===== src/rtl/mcp3008_responder.sv =====
// MCP3008-style SPI ADC responder. The SPI pins are oversampled in the clk domain.
// It decodes start/SGL/D2..D0, requests a sample, and shifts out null + 10 bits MSB first.
module mcp3008_responder #(
    parameter int unsigned SYNC_STAGES = 2,
    parameter int unsigned LSB_TAIL    = 1,
    parameter logic [9:0]  RESET_DATA  = 10'd0
) (
    input  logic       clk,
    input  logic       rst_n,
    input  logic       sclk,
    input  logic       cs_n,
    input  logic       mosi,
    output logic       miso,
    output logic       miso_oe,
    output logic       conv_req,
    output logic [2:0] conv_ch,
    output logic       conv_sgl,
    input  logic       conv_ack,
    input  logic [9:0] conv_data,
    output logic       frame_done,
    output logic       late_err
);

    typedef enum logic [2:0] {
        IDLE, WAIT_START, CFG, SAMPLE, MSB, LSB, ZERO
    } state_t;

    state_t state, state_n;

    logic [SYNC_STAGES-1:0] sclk_sync, cs_sync, mosi_sync;
    logic                   sclk_d;
    logic                   sclk_s, cs_s, mosi_s, rise, fall;

    logic [3:0] cnt, cnt_n;
    logic [2:0] cfg, cfg_n;
    logic [9:0] sample, sample_n;
    logic       ack_seen, ack_seen_n;
    logic       miso_n, oe_n, req_n, sgl_n, done_n, late_n;
    logic [2:0] ch_n;

    always_ff @(posedge clk or negedge rst_n) begin
        if (!rst_n) begin
            sclk_sync <= '0;
            cs_sync   <= '1;
            mosi_sync <= '0;
            sclk_d    <= 1'b0;
        end else begin
            sclk_sync <= {sclk_sync[SYNC_STAGES-2:0], sclk};
            cs_sync   <= {cs_sync[SYNC_STAGES-2:0], cs_n};
            mosi_sync <= {mosi_sync[SYNC_STAGES-2:0], mosi};
            sclk_d    <= sclk_s;
        end
    end

    // mosi comes from the same stage as sclk so a rise always sees the matching data bit
    assign sclk_s = sclk_sync[SYNC_STAGES-1];
    assign cs_s   = cs_sync[SYNC_STAGES-1];
    assign mosi_s = mosi_sync[SYNC_STAGES-1];
    assign rise   = sclk_s & ~sclk_d;
    assign fall   = ~sclk_s & sclk_d;

    always_ff @(posedge clk or negedge rst_n) begin
        if (!rst_n) begin
            state      <= IDLE;
            cnt        <= '0;
            cfg        <= '0;
            sample     <= RESET_DATA;
            ack_seen   <= 1'b0;
            miso       <= 1'b0;
            miso_oe    <= 1'b0;
            conv_req   <= 1'b0;
            conv_ch    <= '0;
            conv_sgl   <= 1'b0;
            frame_done <= 1'b0;
            late_err   <= 1'b0;
        end else begin
            state      <= state_n;
            cnt        <= cnt_n;
            cfg        <= cfg_n;
            sample     <= sample_n;
            ack_seen   <= ack_seen_n;
            miso       <= miso_n;
            miso_oe    <= oe_n;
            conv_req   <= req_n;
            conv_ch    <= ch_n;
            conv_sgl   <= sgl_n;
            frame_done <= done_n;
            late_err   <= late_n;
        end
    end

    always_comb begin
        state_n    = state;
        cnt_n      = cnt;
        cfg_n      = cfg;
        sample_n   = sample;
        ack_seen_n = ack_seen;
        miso_n     = miso;
        oe_n       = miso_oe;
        req_n      = 1'b0;
        ch_n       = conv_ch;
        sgl_n      = conv_sgl;
        done_n     = 1'b0;
        late_n     = 1'b0;

        if (cs_s) begin
            state_n = IDLE;
            miso_n  = 1'b0;
            oe_n    = 1'b0;
            done_n  = (state != IDLE);
        end else begin
            case (state)
                IDLE: state_n = WAIT_START;
                WAIT_START: begin
                    if (rise && mosi_s) begin
                        state_n = CFG;
                        cnt_n   = '0;
                    end
                end
                CFG: begin
                    if (rise) begin
                        cfg_n = {cfg[1:0], mosi_s};
                        cnt_n = cnt + 4'd1;
                        if (cnt == 4'd3) begin
                            sgl_n      = cfg[2];
                            ch_n       = {cfg[1:0], mosi_s};
                            req_n      = 1'b1;
                            ack_seen_n = 1'b0;
                            state_n    = SAMPLE;
                        end
                    end
                end
                SAMPLE: begin
                    if (fall) begin
                        // an ack coinciding with the null-bit fall still counts as on time
                        miso_n  = 1'b0;
                        oe_n    = 1'b1;
                        cnt_n   = 4'd9;
                        state_n = MSB;
                        if (conv_ack)
                            sample_n = conv_data;
                        else if (!ack_seen)
                            late_n = 1'b1;
                    end else if (conv_ack) begin
                        sample_n   = conv_data;
                        ack_seen_n = 1'b1;
                    end
                end
                MSB: begin
                    if (fall) begin
                        miso_n = sample[cnt];
                        if (cnt == 4'd0) begin
                            if (LSB_TAIL != 0) begin
                                state_n = LSB;
                                cnt_n   = 4'd1;
                            end else begin
                                state_n = ZERO;
                            end
                        end else begin
                            cnt_n = cnt - 4'd1;
                        end
                    end
                end
                LSB: begin
                    if (fall) begin
                        miso_n = sample[cnt];
                        if (cnt == 4'd9)
                            state_n = ZERO;
                        else
                            cnt_n = cnt + 4'd1;
                    end
                end
                ZERO: begin
                    if (fall)
                        miso_n = 1'b0;
                end
                default: state_n = IDLE;
            endcase
        end
    end

endmodule


===== config.mk =====
export PLATFORM = sky130hd
export DESIGN_NAME = mcp3008_responder
export DESIGN_NICKNAME = d
export VERILOG_FILES = /design/src/rtl/mcp3008_responder.sv
export SDC_FILE = /design/constraint.sdc
export NUM_CORES = 1
export LEC_CHECK = 0
export ABC_AREA = 1
export BUFFER_PORTS_ARGS = -buffer_cell sky130_fd_sc_hd__clkbuf_2
export CAP_MARGIN = 20
export CORE_ASPECT_RATIO = 0.75
export CORE_MARGIN = 2
export CORE_UTILIZATION = 55
export DETAILED_ROUTE_END_ITERATION = 8
export HOLD_SLACK_MARGIN = 0.03
export PLACE_DENSITY = 0.83
export SYNTH_ARGS = -nofsm -noshare
export SYNTH_HDL_FRONTEND = slang
export SYNTH_SLANG_ARGS = --single-unit

===== constraint.sdc =====
create_clock -name clk -period 1.85 [get_ports clk]
set_input_delay 0.0925 -clock clk [delete_from_list [all_inputs] [get_ports clk]]
set_output_delay 0.0925 -clock clk [all_outputs]
set_load 0.05 [all_outputs]

==> flow_metrics.tcl <==
set metrics [dict create \
    outcome "finished clean" \
    ys_ff_latch 37 \
    holdWs_ns 0.0383 \
    antenna_found_initial 0 \
    drt-met1-wl_um 2160 \
    fin_crit_ns 1.61 \
    yosysTopAreaCell "dfrtp_1" \
    final_cell_mix "nand2_1, dfrtp_1, nor2_1" \
    cap_viol_max_count 0 \
    max_slew_margin_pct 78.3 \
    tns_ns 0 \
    post-route-period-util_pct 87.3 \
    io_pins 25 \
    insertion_delay_ns 0.29 \
    cts_buffers 5 \
    cp_slowest_cell "dfstp_2" \
    syn-cell-area_um2 1960 \
    wl_per_cell_um 13.2 \
    p_leak_nw 1.29 \
    cp.buffers_inverters 2 \
    cp.arrival_ns 1.80 \
    grt_max_degree 16 \
    p_comb_share_pct 32.9 \
    ys_types 28 \
    die_x_um 73.0 \
    layout_commonest_cell "nand2_1" \
    cts.reportedPaths.clkPinSlew_ns 0.07 \
    hold_path_class "input pin to register" \
    wl_um 4610 \
    rsz0062_at_grt "false" \
    power.switching_mw 1.07 \
    crit_family "flip-flops" \
    die_area_um2 4070 \
    finalSetupViolCount 0 \
    fin_skew_ns 0.00719 \
    wl_met2_um 2080 \
    clockRootBuffer "clkbuf_8" \
    drive_gt1_share_pct 15.9 \
    max-vdd-ir-drop_mv 0.678 \
    synth_top_area_share_pct 44.6 \
    viasPerCell 5.23 \
    syn_avg_cell_area_um2 7.36 \
    worst_pin_slew_ns 0.325 \
    internal_power_mw 1.72 \
    swShare_pct 38.3 \
    syn_inst 267 \
    post-cts-setup-buffers 0 \
    htree_num_levels 2 \
    yosys_warnings 0 \
    clockBufferDepth 2 \
    wl_met3_um 285 \
    syn_nets 287 \
    antenna_left 0 \
    diodes 0 \
    cp-end-kind "register" \
    cts_tree "yes" \
    final_nets 328 \
    start_kind "register" \
    core-area_um2 3360 \
    die_h_um 55.8 \
    clkPwrFrac_pct 25.1 \
    grtUsageTotal_pct 25.7 \
    area_delta_synth_final_pct 21.0 \
    slew_violations 0 \
    p_per_area_nw_per_um2 1170 \
    numPortBuffers 24 \
    cpMostUsedCell "nand2_1" \
    row_count 18 \
    crit_chain "clkinv_1 -> buf_4 -> nand3_1 -> nand2_1 -> nor2_1 -> nand3_1 -> nand2_1 -> nand2_1" \
    grt_pass1_wl_um 8070 \
    drc_errors 0 \
    hpwl_um 3140 \
    seq_power_share_pct 42.0 \
    drt_iter0_markers 148 \
    start_util_pct 58.5 \
    grt_overflow 0 \
    cpPeakStageDelay_ns 0.60 \
    first_global_vias 1727 \
    crit_path_max_fanout 14 \
    vias 1824 \
    dr.pass1.iters 5 \
    cp.required_ns 2.03 \
    hold_viol_final 0 \
    worstSetupPathType "register to register" \
    ys_seq_area_share_pct 47.3 \
    synth.top_cells.by_area "dfrtp_1, nand2_1, nand3_1" \
    cts_num_sinks 37 \
    n_fill_cell 230 \
    routed.top_layer "met4" \
    fmax_mhz 619 \
    gp_congestion 0.943 \
]
[worst paths after layout]
| path | from | endpoint | slack, ns | cells past startpoint |
|---|---|---|---|---|
| max in group asynchronous | rst_n | cs_sync[1] | 1.08 | 3 |
| min reg2reg | sclk_sync[0] | sclk_sync[1] | 0.35 | 0 |
| max | cs_sync[1] | state[2] | 0.24 | 8 |
| min in group asynchronous | rst_n | cfg[1] | 0.21 | 2 |
| max reg2reg | cs_sync[1] | state[2] | 0.24 | 8 |
| min | conv_data[5] | sample[5] | 0.04 | 3 |
[metrics by stage]
stage	util, %	setup WS (ns)	total power, mW	instances	cell area [um2]
floorplan	-	0.345	1.83	267	1960
global placement	63.3	0.205	2.03	327	2120
detailed placement	63.3	0.173	2.05	327	2120
CTS	70.8	0.134	2.77	349	2380
global route	70.8	0.0357	2.99	349	2380
finish	70.8	0.235	2.79	349	2380
[worst reg2reg max path: cells and delay by family (launching register included)]
family	cells	cell delay, ns
flops	1	0.60
simple gates	6	0.54
buf+inv	2	0.37
[cells by family (layout without fill, tap and decap cells)]
kind of cell    Yosys count  count (layout)  share of synthesized area (%)
xor+xnor                  2               2                          0.892
buf+inv                  38              80                           7.77
compound gates           25              25                           6.69
simple gates            161             161                           34.8
fa+ha+maj                 4               4                           2.55
flops                    37              37                           47.3
[synth_stat cells]
cell type and instances:
a21boi_1 1, a21oi_1 4, a22oi_1 1, a31oi_1 1, buf_2 5, buf_4 1, clkbuf_1 2, clkinv_1 1
dfrtp_1 35, dfstp_2 2, ha_1 4, inv_1 24, inv_2 5, nand2_1 90, nand2_2 1, nand3_1 26
nand3_2 3, nand3b_1 1, nand4_1 3, nand4_2 1, nor2_1 33, nor2_2 1, nor3_1 1, nor4_1 1
o21ai_0 16, o21ai_1 2, xnor2_1 1, xor2_1 1
[what timing repair did]
action | 4_1_cts | 5_1_grt
endpoints found under the hold margin | 48 | 0
hold buffers | 14 | 0
endpoints found under the setup margin | 0 | 5
gates resized for setup | 0 | 1
[area by class of cell]
cell class                 instances  area, um2  area share [%]
clock buffer                       6       72.6            3.05
timing repair buffer              42        290            12.2
multi-input combinational        192        883            37.2
tap                               40       50.0            2.11
inverter                          30        113            4.74
clock inverter                     2       38.8            1.63
sequential                        37        930            39.1
[flip-flops by register name, summed over array words and instances (netlist names)]
signal      cells
ack_seen        1
cfg             3
cnt             4
conv_ch         3
conv_req        1
conv_sgl        1
cs_sync         2
frame_done      1
late_err        1
miso            1
miso_oe         1
mosi_sync       2
sample         10
sclk_d          1
sclk_sync       2
state           3
[power by group through the flow]
stage	sequential (mW)	combinational, mW	clock (mW)
3_5_place_dp	1.18	0.869	0
6_report	1.17	0.920	0.699
3_3_place_gp	1.17	0.860	0
4_1_cts	1.16	0.901	0.712
5_1_grt	1.20	1.05	0.744
2_1_floorplan	1.16	0.670	0
[per-layer routing]
| layer | GRT usage (%) | vias to the layer above |
|---|---|---|
| met5 | 0 | - |
| met1 | 37.2 | 831 |
| met4 | 8.20 | 0 |
| met2 | 38.2 | 58 |
| met3 | 5.98 | 11 |
| li1 | - | 924 |
Power figures use the tool's default switching activity.
